$ cat config.mk
export PLATFORM = sky130hd
export DESIGN_NAME = memory_controller
export DESIGN_NICKNAME = d
export VERILOG_FILES = /design/src/rtl/memory_controller.sv
export SDC_FILE = /design/constraint.sdc
export NUM_CORES = 2
export LEC_CHECK = 0
export ABC_AREA = 1
export CORE_UTILIZATION = 45
export CTS_CLUSTER_DIAMETER = 120
export DETAILED_ROUTE_END_ITERATION = 8
export PLACE_DENSITY_LB_ADDON = 0.25
export SLEW_MARGIN = 40
export SYNTH_ARGS = -nofsm -noshare
export SYNTH_HDL_FRONTEND = slang
export SYNTH_SLANG_ARGS = --single-unit
$ cat constraint.sdc
create_clock -name clk -period 10.75 [get_ports clk]
set_clock_uncertainty 0.05 [all_clocks]
set_input_delay 2.15 -clock clk [delete_from_list [all_inputs] [get_ports clk]]
set_output_delay 2.15 -clock clk [all_outputs]
set_load 0.02 [all_outputs]
$ cat src/rtl/memory_controller.sv
// Word-addressed RAM behind a req/ack handshake: configurable wait states,
// per-lane write enables, registered read data and a post-reset clear sweep.
module memory_controller #(
    parameter int word_size   = 16,
    parameter int addr_size   = 8,
    parameter int lane_size   = 8,
    parameter int wait_states = 2
) (
    input  logic                           clk,
    input  logic                           rst,
    input  logic                           req,
    input  logic                           w_en,
    input  logic [addr_size-1:0]           addr,
    input  logic [word_size-1:0]           d_in,
    input  logic [word_size/lane_size-1:0] be,
    output logic [word_size-1:0]           d_out,
    output logic                           ack,
    output logic                           busy
);
    localparam int LANES = word_size / lane_size;
    localparam int DEPTH = 2 ** addr_size;
    // A one-bit counter still exists when wait_states is 0; it simply never loads non-zero.
    localparam int CNT_W = (wait_states > 0) ? $clog2(wait_states + 1) : 1;
    localparam logic [CNT_W-1:0]     WAIT_LOAD = CNT_W'(wait_states);
    localparam logic [addr_size-1:0] LAST_ADDR = {addr_size{1'b1}};

    typedef enum logic [1:0] {
        ST_INIT = 2'd0,
        ST_IDLE = 2'd1,
        ST_BUSY = 2'd2
    } state_t;

    state_t                 state_r;
    logic [addr_size-1:0]   ptr_r;
    logic [CNT_W-1:0]       cnt_r;
    logic                   w_en_r;
    logic [addr_size-1:0]   addr_r;
    logic [word_size-1:0]   d_in_r;
    logic [LANES-1:0]       be_r;
    logic [word_size-1:0]   d_out_r;
    logic                   ack_r;

    logic [word_size-1:0]   bank [0:DEPTH-1];

    logic                   mem_we_s;
    logic [addr_size-1:0]   mem_addr_s;
    logic [word_size-1:0]   mem_wdata_s;
    logic [LANES-1:0]       mem_lane_s;

    assign busy  = (state_r != ST_IDLE);
    assign d_out = d_out_r;
    assign ack   = ack_r;

    // Select the write source: clear sweep during INIT, completing write in BUSY
    always_comb begin
        mem_we_s    = 1'b0;
        mem_addr_s  = ptr_r;
        mem_wdata_s = {word_size{1'b0}};
        mem_lane_s  = {LANES{1'b0}};
        if (rst) begin
            mem_we_s = 1'b0;
        end else begin
            case (state_r)
                ST_INIT: begin
                    mem_we_s   = 1'b1;
                    mem_lane_s = {LANES{1'b1}};
                end
                ST_BUSY: begin
                    if ((cnt_r == {CNT_W{1'b0}}) && w_en_r) begin
                        mem_we_s    = 1'b1;
                        mem_addr_s  = addr_r;
                        mem_wdata_s = d_in_r;
                        mem_lane_s  = be_r;
                    end else begin
                        mem_we_s = 1'b0;
                    end
                end
                default: begin
                    mem_we_s = 1'b0;
                end
            endcase
        end
    end

    // Lane-masked write port into the storage array
    always_ff @(posedge clk) begin
        for (int i = 0; i < LANES; i++) begin
            if (mem_we_s && mem_lane_s[i]) begin
                bank[mem_addr_s][i*lane_size +: lane_size] <= mem_wdata_s[i*lane_size +: lane_size];
            end
        end
    end

    // Controller FSM: clear sweep, request capture, wait countdown, completion
    always_ff @(posedge clk) begin
        if (rst) begin
            state_r <= ST_INIT;
            ptr_r   <= {addr_size{1'b0}};
            cnt_r   <= {CNT_W{1'b0}};
            w_en_r  <= 1'b0;
            addr_r  <= {addr_size{1'b0}};
            d_in_r  <= {word_size{1'b0}};
            be_r    <= {LANES{1'b0}};
            d_out_r <= {word_size{1'b0}};
            ack_r   <= 1'b0;
        end else begin
            ack_r <= 1'b0;
            case (state_r)
                ST_INIT: begin
                    ptr_r <= ptr_r + addr_size'(1);
                    if (ptr_r == LAST_ADDR) begin
                        state_r <= ST_IDLE;
                    end
                end
                ST_IDLE: begin
                    if (req) begin
                        w_en_r  <= w_en;
                        addr_r  <= addr;
                        d_in_r  <= d_in;
                        be_r    <= be;
                        cnt_r   <= WAIT_LOAD;
                        state_r <= ST_BUSY;
                    end
                end
                ST_BUSY: begin
                    if (cnt_r != {CNT_W{1'b0}}) begin
                        cnt_r <= cnt_r - CNT_W'(1);
                    end else begin
                        ack_r   <= 1'b1;
                        state_r <= ST_IDLE;
                        if (!w_en_r) begin
                            d_out_r <= bank[addr_r];
                        end
                    end
                end
                default: begin
                    state_r <= ST_INIT;
                end
            endcase
        end
    end
endmodule

==> summary.txt <==
Route
  • Length of the first detailed-routing pass in iterations: 9
  • Initial DRC Count: ~15000
  • Vias per cell: 5.74
  • Post-DRT Antenna Nets: 0
  • DRC violations left: 1
  • Vias: approximately 110k
  • Wirelength, routed: just under 500 mm
  • Routed length per instance: 25.5 microns

Floorplanning
  • Die area: 377000 sq um
  • Core area: approximately 370000 sq um
  • Height of the die: 614 microns
  • Initial Utilization: 0.452
  • I/O pin total: 48
  • Rows: 224
  • Die X: 614 microns

Layout
  • # fillers: 31979
  • Multi-input gate area: between 40000 and 50000 sq um
  • Finished Cell Area: 188000 sq um
  • FF/Latch Area: 124000 sq um
  • Fin nets: 14133
  • Layout cells sized above 1: 0.0630
  • Most frequent cells in the layout: nand2_1 (4449), edfxtp_1 (4096), nand3_1 (4049)
  • Util after Layout: 0.504
  • Most common cell after layout, fill and taps aside: nand2_1
  • Cell Count, Final, Fillers Out: slightly below 20000
  • Area growth syn-to-layout: 11.4%

Job
  • Maxcap violations: 0

Worst hold path
  • HP Start: cnt_r[0]$_SDFFE_PP0P_
  • Hold Path Class: reg2reg

Pwr
  • Tot Pwr: 32.4 mW
  • Total power per unit cell area: 173 nW/um^2
  • Maximum vdd drop: ~150 uV
  • Leakage power: 61.9 nW

Critical path
  • Slowest stage delay, CP: a little under 800 ps
  • CP endpoint kind: register
  • Worst path slowest cell: nor2_4
  • Critical path arrival: between 5000 and 6000 ps
  • CP startpoint: rst
  • R2r startpoint: addr_r[0]$_SDFFE_PP0P_
  • WP data required: 11260 ps
  • Critical path startpoint category: input pin
  • Critical path peak fanout: 24
  • Critical-path cell list: buf_2 > inv_1 > nand2_2 > nand2_1 > o21ai_2 > nand2_2 > nor2_4 > buf_4 > nand2_1 > nor2_1
  • Kind of critical path: in2reg

Clock tree
  • Clock transition at path regs: about 60 ps
  • Post-CTS sizing: 0
  • Root Buffer: clkbuf_16
  • Num CTS Buffers: 418
  • Clock Tree Buf Depth: 4
  • TritonCTS clock tree: built
  • H-tree depth: 5
  • Post-CTS Hold Fix Bufs: 0
  • CTS sink cnt: 4152
  • Setup bufs post-CTS: 0
  • Clock Latency Late Sink: 980 ps

STA
  • Final setup TNS: 0 ps
  • Fmax: 0.187 GHz
  • Final Setup Violations: 0
  • RSZ-0062 raised after global routing: no
  • Endpoints failing hold: 0
  • Rel. slew slack: 0.271
  • Period utilization: 0.498
  • Post-layout minimum cycle time: 5350 ps
  • Tightest Pin Transition: 1090 ps
  • Max-slew violation count: 0

Global routing
  • GR Util All Layers: 0.259
  • GRT Residual Overflow: 0
  • Largest net degree at the start of global routing: approximately 200
  • Initial antenna violation count: 19
  • First-pass GRT wire length: around 720 mm
  • Number of global-route vias before repair: 106346

Logic synthesis
  • Post-synthesis register bit count: around 4200
  • Mapped Cells: between 10000 and 15000
  • Avg Synthesized Cell Area: between 10 and 15 sq um
  • Net Count, Synth: between 10000 and 15000
  • Mapped cell area: 168000 sq um
  • Seq/Total Area, Yosys: 0.737
  • Ys Warns: 0
  • Post-synthesis cell type count: 28

Run status
  • Failing checks: design-rule violations
  • Status: complete, but fails checks

Placed design
  • GPL Wtd Cong: just over 0.9
  • Port Buffer Count: between 40 and 50
  • Placed cell area: 174000 sq um
  • Placed insts: 18641
  • Hpwl dp: 294 mm
-- routing by layer --
metal | part of all wire | routed length [microns] | GRT usage
met2 | 0.46 | 227000 | 0.406
met4 | 0.047 | 23000 | 0.110
met5 | 0.000097 | 48 | 0
met3 | 0.093 | 46000 | 0.0419
met1 | 0.40 | 199000 | 0.359
-- logic make-up (layout without fill, tap and decap cells) --
family | count (synthesis) | in the layout | synth area share
AOI/OAI and AO/OA | 77 | 77 | 0.00250
adders and majority gates | 2 | 2 | 0.000149
buffers and inverters | 1080 | 1091 | 0.0251
DFF | 4152 | 4152 | 0.737
other | 0 | 5 | 0
and+or+nand+nor | 9133 | 9133 | 0.235
-- synthesized netlist by cell type (all sizes together) --
cell type | n | share of area
o21ai | 41 | 0.0014
nand3 | 4050 | 0.12
ha | 2 | 0.00015
clkbuf | 704 | 0.016
a21oi | 33 | 0.00098
a41oi | 1 | 0.000052
clkinv | 2 | 0.000045
edfxtp | 4096 | 0.73
nor2 | 604 | 0.015
a311oi | 1 | 0.000052
o21a | 1 | 0.000045
nor4 | 2 | 0.000074
inv | 69 | 0.0015
nor3 | 9 | 0.00030
nand2 | 4468 | 0.10
buf | 305 | 0.0078
dfxtp | 56 | 0.0067
-- where the power goes --
part / total, mW / internal [mW] / switching, mW
sequential: 17.5 / 17.5 / 0.00386
combinational: 0.186 / 0.0323 / 0.154
clock: 14.7 / 8.51 / 6.21
-- cell type report --
type                    instances  share of cell area
flip-flops and latches       4152               0.661
multi-input cells            9212               0.215
clock buffers                 508              0.0589
well taps                    4972              0.0331
repair buffers                246              0.0162
clock inverters               266              0.0142
inverters                      71             0.00161
diodes                          5           0.0000667
-- registers in the layout (all words and copies together) (netlist names) --
register / flops
w_en_r: 1
state_r: 2
addr_r: 8
cnt_r: 2
bank: 4096
be_r: 2
ack: 1
d_out: 16
d_in_r: 16
ptr_r: 8
-- critical path, delay by kind of cell --
| family | cells | cell delay, ps |
|---|---|---|
| AND/OR/NAND/NOR | 6 | 2510 |
| buffers and inverters | 3 | 1010 |
| AO/OA/AOI/OAI | 1 | 150 |
-- path summary, 6_finish.rpt --
kind | slack, ps | end | depth (start not counted)
worst max register to register | 5550 | d_out[11]$_SDFFE_PP0P_ | 15
worst max-delay path | 5400 | bank[131][8]$_DFFE_PP_ | 10
worst min-delay path | 400 | cnt_r[0]$_SDFFE_PP0P_ | 1
worst min register to register | 400 | cnt_r[0]$_SDFFE_PP0P_ | 1
-- per-stage QoR --
stage / hold slack (ps) / setup WS [ps]
5_1_grt: 436 / 5290
3_3_place_gp: 391 / 3490
4_1_cts: 406 / 5540
3_5_place_dp: 398 / 4510
2_1_floorplan: 372 / 600
6_report: 402 / 5400
(Power assumes the default switching activity.)
